File: src/rtl/seq_send_uart.sv
// seq_send_uart: takes one byte from the sequencer and prints it on the UART as
// two uppercase hex digits followed by CR LF. Each character is sent 8N1 at
// BAUD_DIV clocks per bit, and the four characters of a message follow each
// other with no idle time between them.
//
// state | meaning
// ------+------------------------------------------------------------
// IDLE  | line high, ready for a byte
// START | start bit (0) of the current character
// DATA  | data bit bit_idx of the current character, LSB first
// STOP  | stop bit (1); then the next character, or back to IDLE
module seq_send_uart #(
  parameter int BAUD_DIV = 100
) (
  input  logic       clk,
  input  logic       rst,
  input  logic       in_vld,
  input  logic [7:0] in_data,
  output logic       in_rdy,
  output logic       tx,
  output logic       busy
);

  localparam int CW = $clog2(BAUD_DIV);
  localparam logic [CW-1:0] BAUD_LAST = CW'(BAUD_DIV - 1);

  typedef enum logic [1:0] {IDLE, START, DATA, STOP} state_t;

  state_t        state, state_nxt;
  logic [CW-1:0] baud_cnt, baud_nxt;
  logic [2:0]    bit_idx, bit_nxt;
  logic [1:0]    char_idx, char_nxt;
  logic [7:0]    byte_q, byte_nxt;
  logic [7:0]    char_cur;
  logic          tx_nxt, rdy_nxt, busy_nxt;
  logic          bit_end;
  logic          accept;

  function automatic logic [7:0] hex_ascii(input logic [3:0] nib);
    if (nib < 4'd10) return 8'h30 + {4'h0, nib};
    return 8'h37 + {4'h0, nib};
  endfunction

  assign bit_end = (baud_cnt == BAUD_LAST);

  // The registered in_rdy lags the state by one cycle, so it is still high in
  // the cycle right after an accept; the state test keeps that cycle from
  // taking a second byte.
  assign accept = in_vld && in_rdy && (state == IDLE);

  // Current character chosen from the character index and the latched byte.
  always_comb begin
    char_cur = 8'h0A;
    case (char_idx)
      2'd0:    char_cur = hex_ascii(byte_q[7:4]);
      2'd1:    char_cur = hex_ascii(byte_q[3:0]);
      2'd2:    char_cur = 8'h0D;
      default: char_cur = 8'h0A;
    endcase
  end

  // Next-state, counter and output decode.
  always_comb begin
    state_nxt = state;
    baud_nxt  = baud_cnt;
    bit_nxt   = bit_idx;
    char_nxt  = char_idx;
    byte_nxt  = byte_q;
    tx_nxt    = 1'b1;
    rdy_nxt   = 1'b0;
    busy_nxt  = 1'b1;

    case (state)
      IDLE: begin
        rdy_nxt  = 1'b1;
        busy_nxt = 1'b0;
        if (accept) begin
          state_nxt = START;
          byte_nxt  = in_data;
          baud_nxt  = '0;
          bit_nxt   = '0;
          char_nxt  = '0;
        end
      end
      START: begin
        tx_nxt = 1'b0;
        if (bit_end) begin
          state_nxt = DATA;
          baud_nxt  = '0;
          bit_nxt   = '0;
        end else begin
          baud_nxt = baud_cnt + CW'(1);
        end
      end
      DATA: begin
        tx_nxt = char_cur[bit_idx];
        if (bit_end) begin
          baud_nxt = '0;
          if (bit_idx == 3'd7) begin
            state_nxt = STOP;
            bit_nxt   = '0;
          end else begin
            bit_nxt = bit_idx + 3'd1;
          end
        end else begin
          baud_nxt = baud_cnt + CW'(1);
        end
      end
      STOP: begin
        tx_nxt = 1'b1;
        if (bit_end) begin
          baud_nxt = '0;
          if (char_idx == 2'd3) begin
            state_nxt = IDLE;
            char_nxt  = '0;
          end else begin
            state_nxt = START;
            char_nxt  = char_idx + 2'd1;
          end
        end else begin
          baud_nxt = baud_cnt + CW'(1);
        end
      end
      default: state_nxt = IDLE;
    endcase
  end

  // State, counters, byte latch and registered outputs; reset aborts any message.
  always_ff @(posedge clk) begin
    if (rst) begin
      state    <= IDLE;
      baud_cnt <= '0;
      bit_idx  <= '0;
      char_idx <= '0;
      byte_q   <= '0;
      tx       <= 1'b1;
      in_rdy   <= 1'b1;
      busy     <= 1'b0;
    end else begin
      state    <= state_nxt;
      baud_cnt <= baud_nxt;
      bit_idx  <= bit_nxt;
      char_idx <= char_nxt;
      byte_q   <= byte_nxt;
      tx       <= tx_nxt;
      in_rdy   <= rdy_nxt;
      busy     <= busy_nxt;
    end
  end

endmodule
File: config.mk
export PLATFORM = sky130hd
export DESIGN_NAME = seq_send_uart
export DESIGN_NICKNAME = d
export VERILOG_FILES = /design/src/rtl/seq_send_uart.sv
export SDC_FILE = /design/constraint.sdc
export NUM_CORES = 1
export LEC_CHECK = 0
export CAP_MARGIN = 20
export CORE_MARGIN = 4
export CORE_UTILIZATION = 61
export CTS_CLUSTER_DIAMETER = 30
export CTS_CLUSTER_SIZE = 12
export DETAILED_ROUTE_END_ITERATION = 16
export GPL_TIMING_DRIVEN = 0
export HOLD_SLACK_MARGIN = 0.15
export MAX_ROUTING_LAYER = met4
export PLACE_DENSITY = 0.86
export RECOVER_POWER = 100
export SYNTH_ARGS = -nofsm -noshare
export SYNTH_HDL_FRONTEND = slang
export SYNTH_SLANG_ARGS = --single-unit
export TNS_END_PERCENT = 1
File: constraint.sdc
create_clock -name clk -period 5 [get_ports clk]
set_clock_uncertainty 0.2 [all_clocks]
set_input_delay 0.5 -clock clk [delete_from_list [all_inputs] [get_ports clk]]
set_output_delay 0.5 -clock clk [all_outputs]
set_load 0.05 [all_outputs]
Word level (Yosys, flattened, before mapping)
Index checks and enable logic that the tools add are counted.
Word-level totals
  output and inout bits: 3
  input bits: 11
  bits in registers: 25
Operators by class
  order comparisons: 3
  $add $sub $neg: 7
  reductions and logical operators: 11
  eq/ne operators: 13
  muxes and demuxes: 33
Operators with widths (count)
  two-way mux 8 bit: 4
  adder 6 x 4 -> 7 bit (first input constant): 4
  one-hot mux 8 bit (3 select lines): 1
  two-way mux 2 bit: 8
  two-way mux 7 bit: 2
  one-hot mux 7 bit (2 select lines): 1
  two-way mux 3 bit: 4
  != test 2 bit (second input constant): 5
  one-hot mux 3 bit (3 select lines): 1
  equality test 2 bit (second input constant): 4
  less-than comparator 4 bit (second input constant): 2
  two-way mux 1 bit: 8
  one-hot mux 2 bit (4 select lines): 1
  adder 7 x 1 -> 7 bit (second input constant): 1
  equality test 7 bit (second input constant): 1
  AND reduction 5 bit: 1
  equality test 2 x 1 -> 1 bit (second input constant): 2
  logical NOT 2 bit: 2
  less-than comparator 3 x 4 -> 1 bit (second input constant): 1
  one-hot mux 2 bit (2 select lines): 1
  AND reduction 4 bit: 1
  adder 3 x 1 -> 3 bit (second input constant): 1
  binary-select mux 1 bit (select 3 bit): 1
  equality test 3 bit (second input constant): 1
  8 further kinds: 9

Longest topological paths before layout
Gate-level depths: netlist of the first run.
  word-level depth: 8
  depth in mapped cells: 8
  depth with buffers taken out: 8

Least setup slack after synthesis of the first run
Ideal clock, no wire load.
  kind: register -> register
  from: register in_rdy
  to: register char_idx[0]
  setup time: 0.065 ns
  path slack: 3.124 ns
  cell stages (with the launch flop): 7
  period minus slack after synthesis: 1.876 ns
  data arrival time: 1.611 ns
  path through: dfxtp_1 > nand2_1 > and2_1 > or4_1 > o21ai_0 > a22oi_1 > nor2_1
Between the ends
  cells in the longest elaborated chain, start to end: 4
Ends and longest elaborated chain
  from (decl): RTL line 19  | output logic in_rdy,
  from (signal assigned): RTL line 146  | in_rdy <= rdy_nxt;
  logical AND 1 bit (2 in series): RTL line 49  | assign accept = in_vld && in_rdy && (state == IDLE);
  != test 2 bit (no line)
  AND reduction 3 bit (no line)
  to (signal assigned): RTL line 143  | char_idx <= char_nxt;
  to (decl): RTL line 32  | logic [1:0] char_idx, char_nxt;
No other way between the ends.
A chain may end at the register's enable or synchronous reset.

Final worst setup path of the first run
  from: register in_rdy
  to: output port in_rdy
No word-level cell between the ends.

==> qor.txt, run 1 <==
Worst Hold Class -> reg -> reg
NetSw -> 0.3216 mW
Drt pass-1 iters -> 5
Via count -> 1347
Status -> finished, final reports clean
Area leader, netlist -> dfxtp_1
# port buffers -> 12
Crit path to -> in_rdy
Crit path from -> in_rdy
Wire per inst -> 13.89 µm
Max-slew violation count -> 0
Yosys warnings -> 0
Delay of the slowest cell on the worst path -> 880 ps
Clock share of power -> 13.0%
Sum Neg Setup Slack -> 0 ps
Gpl congestion -> 0.8345
WS Path Type -> reg -> out
Final critical-path setup slack -> 2716 ps
Final ANT Viol Nets -> 0
Total Die Area -> 0.003326 mm²
Nets -> 224
Internal -> 0.4082 mW
Final min period -> 2284 ps
Setup Viol. Count Final -> 0
Critical Path End Type -> primary output
Maxcap violations -> 0
Async SR Flop Fraction -> 0%
CP Data Arrival Time -> 1580 ps
Cell Area, Synth -> 0.001505 mm²
Fin crit share -> 45.68%
Most frequent cell after synthesis -> nor2_1
Area contributors post-synth -> dfxtp_1 33%, ha_1 11%, nor2_1 7.2%
Maximum fanout along the worst path -> 3
Primary FF master, synth -> dfxtp_1
Worst EP required -> 4300 ps
DRC errors left -> 0
Root buf cell -> clkbuf_4
Htree depth -> 1
WP buf/inv -> 1
DP Worst Slack -> 2758 ps
Netlist cell types -> 42
Fin. Hold Viols -> 0
CP cell instances -> dlygate4sd3_1
Clock buffer depth -> 2
Ant diodes -> 0
Io pins -> 14
Worst setup SP type -> flip-flop
Slew headroom -> 66.37%
Peak Freq -> 437.9 MHz
Mean number of vias per cell -> 5.934
Area delta synth->final -> 11.31%
Worst VDD drop -> 0.0003235 V
Worst Max-Slew Pin Slew -> 502.8 ps
Post-CTS setup buffers -> 0
CP max-delay cell -> dlygate4sd3_1
Die width -> 57.68 µm
Sequential-to-total area share from yosys stat -> 33.25%
Vias in the first global route -> 1245
Core area -> 0.002276 mm²
Initial antenna violation count -> 0
Clock slew at reported path FFs -> 150 ps
Synthesized Nets -> 207
R2R cell count -> 8
CTS tree -> built
Gate power share -> 49.3%
Post-synth EDFFs -> 0
Post-DP HPWL -> 2.387 mm
Die height -> 57.68 µm
Synth top cells by count -> 29 x nor2_1, 25 x dfxtp_1, 13 x ha_1, 13 x inv_1, 11 x nand2_1
WL final -> 3.152 mm
Lkg Pwr -> 0.7029 nW
Cell family with most CP delay -> buffers and inverters
PD cells -> 435.6 mW/mm²
Cells after synthesis -> 183
First-pass GRT wire length -> 5.430 mm
Syn avg cell area -> 8.225 µm²
Seq pwr share -> 37.7%
GR Overflow Total -> 0
Share of the synthesized area in the top cell type -> 33.25%
RSZ-0062 raised after global routing -> no
Switching share of power -> 44.07%
Worst reg2reg startpoint -> state[0]
Post-CTS Hold Buffers -> 0
GR Util All Layers -> 21.25%
Register bit total from synthesis -> 25
Worst path depth -> 1
Post-CTS sizing -> 0
Initial Util -> 66.14%
Register-to-register path setup slack -> 2760 ps
DRT iter0 DRCs -> 42
Clock latency on the worst-skew pair -> 330 ps
R2r endpoint -> bit_idx[0]
Share of post-route cells with drive strength above 1 -> 4.020%
Largest net degree at the start of global routing -> 15
CTS sink count -> 25
CTS Buf Count -> 3
Num rows -> 17
[cell type report]
type	count	area, µm²
Clock buffer	3	22.52
Clock inverter	1	5.005
Multi-Input combinational cell	140	924.6
Buffer	5	18.77
Fill cell	177	600.6
Sequential cell	25	500.5
Timing Repair Buffer	12	120.1
Inverter	13	48.80
Tap cell	28	35.03
[routing by layer]
metal	GRT usage, %	share of wire, %	wire length, µm	up-vias
met2	37.10	51	1594	28
li1	-	-	-	681
met1	24.59	44	1387	628
met3	2.227	2.9	90	10
met4	8.940	2.5	80	0
met5	-	0	0	-
[worst min-delay path by stage]
stage | startpoint | to | slack [ps] | cells after the start
after floorplan | baud_cnt[6] | baud_cnt[6] | 260 | 1
after global placement | baud_cnt[6] | baud_cnt[6] | 290 | 1
after detailed placement | baud_cnt[6] | baud_cnt[6] | 290 | 1
after CTS | baud_cnt[6] | baud_cnt[6] | 310 | 1
after global routing | rst | baud_cnt[5] | 320 | 2
final | baud_cnt[6] | baud_cnt[6] | 320 | 1
[metrics by stage]
stage	power [mW]	instance area, µm²	util, %	std cells	hold WS, ps
after CTS	0.7437	1688	74.16	227	310.4
final	0.7298	1675	73.61	227	315.6
after global placement	0.6259	1660	72.95	223	288.7
after detailed placement	0.6459	1660	72.95	223	289.5
after floorplan	0.5566	1505	-	183	262.0
after global routing	0.7853	1675	73.61	227	318.0
[registers in the layout, indices dropped and copies added (netlist names)]
signal    count
bit_idx       3
busy          1
state         2
baud_cnt      7
tx            1
char_idx      2
byte_q        8
in_rdy        1
[power by group through the flow]
stage	Sequential (mW)	Combinational, mW	Clock [mW]
3_5_place_dp	0.280	0.365	0
6_report	0.275	0.360	0.0950
2_1_floorplan	0.302	0.255	0
3_3_place_gp	0.277	0.349	0
5_1_grt	0.284	0.396	0.106
4_1_cts	0.276	0.371	0.0961
[cells in the final DEF (no fill, tap or decap), drive strengths merged, types with 2 or more instances in the layout]
cell type / synthesis / routed
and3: 2 / 2
nand2: 11 / 11
nor2b: 5 / 5
nor2: 30 / 30
nand4: 3 / 3
ha: 13 / 13
nor3: 2 / 2
xnor2: 2 / 2
clkbuf: 3 / 8
and4b: 2 / 2
clkdlybuf4s50: 0 / 9
o21ai: 14 / 14
or2: 2 / 2
inv: 13 / 13
mux2i: 10 / 10
nand2b: 2 / 2
a311oi: 4 / 4
a21boi: 2 / 2
dfxtp: 25 / 25
a22oi: 6 / 6
dlygate4sd3: 0 / 3
nand3: 4 / 4
a21oi: 10 / 10
[cells by family (layout without fill, tap and decap cells)]
kind of cell	after synthesis	in the layout	synth area share [%]
buffers and inverters	18	34	4.655
adder cells (fa/ha/maj)	13	13	10.81
XOR/XNOR	2	2	1.164
multiplexers	10	10	6.650
flip-flops	25	25	33.25
AO/OA/AOI/OAI	44	44	19.29
AND/OR/NAND/NOR	71	71	24.19
No activity file was read; power rests on OpenSTA's default activity.
==> run 2: changes to the inputs <==
--- a/config.mk
+++ b/config.mk
@@ -7,14 +7,14 @@
 export LEC_CHECK = 0
 export CAP_MARGIN = 20
 export CORE_MARGIN = 4
-export CORE_UTILIZATION = 61
+export CORE_UTILIZATION = 51
 export CTS_CLUSTER_DIAMETER = 30
 export CTS_CLUSTER_SIZE = 12
 export DETAILED_ROUTE_END_ITERATION = 16
 export GPL_TIMING_DRIVEN = 0
 export HOLD_SLACK_MARGIN = 0.15
 export MAX_ROUTING_LAYER = met4
-export PLACE_DENSITY = 0.86
+export PLACE_DENSITY = 0.77
 export RECOVER_POWER = 100
 export SYNTH_ARGS = -nofsm -noshare
 export SYNTH_HDL_FRONTEND = slang
==> constraint.sdc (replaced) <==
create_clock -name clk -period 2.05 [get_ports clk]
set_clock_uncertainty 0.2 [all_clocks]
set_input_delay 0.205 -clock clk [delete_from_list [all_inputs] [get_ports clk]]
set_output_delay 0.205 -clock clk [all_outputs]
set_load 0.05 [all_outputs]
==> qor.txt, run 2 (same netlist as run 1, synthesis figures left out) <==
Maximum fanout along the worst path -> 6 (+3)
Layout Utilization -> 66.26% (-7.4 points)
Die width -> 62.33 µm (+8.1%)
DRC errors left -> 0 (unchanged)
Sequential cell area -> 511.7 µm² (+2.3%)
Worst VDD drop -> 0.0008562 V (+160%)
Violated checks -> negative setup slack
WL final -> 3.723 mm (+18%)
Biggest register -> byte_q
GR Overflow Total -> 0 (unchanged)
Gate power share -> 54.3% (+5.0 points)
Initial Util -> 54.12% (-12 points)
Clock buffer depth -> 2 (unchanged)
Die height -> 62.33 µm (+8.1%)
Share of post-route cells with drive strength above 1 -> 18.84% (+15 points)
Post-DP HPWL -> 2.553 mm (+6.9%)
CP Data Arrival Time -> 2130 ps (+550 ps)
Peak Freq -> 486.8 MHz
Worst Max-Slew Pin Slew -> 510.6 ps (+7.821 ps)
Slew headroom -> 65.96% (-0.41 points)
Final min period -> 2054 ps
Final Power -> 2.033 mW (+180%)
Internal -> 1.154 mW (+180%)
Nets -> 232 (+3.6%)
DRT iter0 DRCs -> 64 (+52%)
CP cell instances -> buf_4, ha_1, or2_2, a21oi_2, o21ai_2, or3_4, a21oi_2
Multi-input logic area -> 0.001008 mm² (+9.1%)
Htree depth -> 1 (unchanged)
Io pins -> 14 (unchanged)
NetSw -> 0.8790 mW (+170%)
Worst setup SP type -> flip-flop
CTS tree -> built
Worst EP required -> 2120 ps (-2180 ps)
Final ANT Viol Nets -> 0 (unchanged)
Drt pass-1 iters -> 5 (unchanged)
CTS sink count -> 25 (unchanged)
Most used cell, CP -> a21oi_2
Initial antenna violation count -> 0 (unchanged)
PD cells -> 1103 mW/mm² (+150%)
Via count -> 1394 (+3.5%)
Core area -> 0.002781 mm² (+22%)
CP max-delay cell -> or3_4
Ant diodes -> 0 (unchanged)
# fillers -> 216 (+22%)
Largest register FFs -> 8 (unchanged)
Clock slew at reported path FFs -> 150 ps (about the same)
Max-slew violation count -> 0 (unchanged)
WS Path Type -> reg -> reg
Status -> finished, violations left
Largest net degree at the start of global routing -> 17 (+2)
Seq pwr share -> 33.5% (-4.2 points)
Final critical-path setup slack -> -4.174 ps (-2720 ps)
Mean number of vias per cell -> 5.857 (-1.3%)
Critical Path End Type -> flip-flop
Total Die Area -> 0.003884 mm² (+17%)
Clock latency on the worst-skew pair -> 330 ps (about the same)
Fin crit share -> 100.2%
Regs by FF count -> byte_q (8), baud_cnt (7), bit_idx (3)
Delay of the slowest cell on the worst path -> 390 ps (-490 ps)
Area delta synth->final -> 22.44%
Gpl congestion -> 0.8709 (+4.4%)
Most frequent cells in the layout -> 29 x nor2_1, 18 x dfxtp_1, 12 x inv_1, 12 x clkdlybuf4s50_1, 11 x nand2_1
Setup Viol. Count Final -> 1 (+1)
CTS Buf Count -> 3 (unchanged)
Worst Hold Class -> in -> reg
Switching share of power -> 43.24% (-0.83 points)
Wire per inst -> 15.64 µm (+13%)
Root buf cell -> clkbuf_4
# port buffers -> 12 (unchanged)
DP Worst Slack -> -25.78 ps (-2784 ps)
First-pass GRT wire length -> 5.713 mm (+5.2%)
Num rows -> 19 (+2)
Most common cell after layout, fill and taps aside -> nor2_1
RSZ-0062 raised after global routing -> yes
Clock share of power -> 12.2% (-0.8 points)
Vias in the first global route -> 1354 (+8.8%)
Maxcap violations -> 0 (unchanged)
Fin. Hold Viols -> 0 (unchanged)
GR Util All Layers -> 18.10% (-3.2 points)
Lkg Pwr -> 0.7664 nW (+9.0%)
==> run 2: per-layer routing <==
| layer | global-route usage, % | up-vias | wire length (µm) |
|---|---|---|---|
| met1 | 20.02 | 665 | 1486 |
| met5 | - | - | 0 |
| met2 | 31.35 | 21 | 2057 |
| li1 | - | 698 | - |
| met4 | 8.488 | 0 | 101 |
| met3 | 3.063 | 10 | 78 |
==> run 2: power groups by stage <==
| stage | combinational (mW) | sequential [mW] | clock (mW) |
|---|---|---|---|
| 2_1_floorplan | 0.622 | 0.736 | 0 |
| 3_3_place_gp | 0.858 | 0.675 | 0 |
| 3_5_place_dp | 0.896 | 0.684 | 0 |
| 4_1_cts | 0.948 | 0.666 | 0.248 |
| 5_1_grt | 1.21 | 0.694 | 0.273 |
| 6_report | 1.10 | 0.681 | 0.248 |
==> run 2: path summary, 6_finish.rpt <==
kind                    start          end  slack, ps  depth (start not counted)
hold / removal     in_data[5]    byte_q[5]        260                          3
hold reg to reg   baud_cnt[6]  baud_cnt[6]        330                          1
setup reg to reg     state[1]     state[0]         -4                          7
setup / recovery     state[1]     state[0]         -4                          7
==> run 2: final cells by class <==
cell class              instances  area share, %
clock buffers                   3          1.222
clock inverters                 1         0.4752
repair buffers                 20          9.912
well taps                      31          2.105
plain buffers                   5          1.154
inverters                      13          2.648
flip-flops and latches         25          27.77
multi-input cells             140          54.72
==> run 2: critical path: cells and delay by family (launching register included) <==
family | cells | cell delay [ps]
compound gates | 3 | 380
fa+ha+maj | 1 | 230
buf+inv | 1 | 130
flops | 1 | 350
simple gates | 2 | 710
==> run 2: per-stage QoR <==
| stage | hold slack, ps | instance area, µm² | std cells | setup TNS, ps |
|---|---|---|---|---|
| finish | 256.1 | 1843 | 238 | -4.174 |
| CTS | 252.2 | 1732 | 234 | 0 |
| floorplan | 148.9 | 1505 | 183 | 0 |
| global route | 245.4 | 1843 | 238 | -236.4 |
| global placement | 282.9 | 1664 | 226 | 0 |
| detailed placement | 300.0 | 1664 | 226 | -25.78 |
==> run 2: what timing repair did <==
item,CTS,global route
hold buffers,1,0
setup buffers,3,4
setup endpoints to repair,2,5
gates cloned,0,0
gates resized for setup,4,21
pin swaps,0,6
hold endpoints to repair,2,0
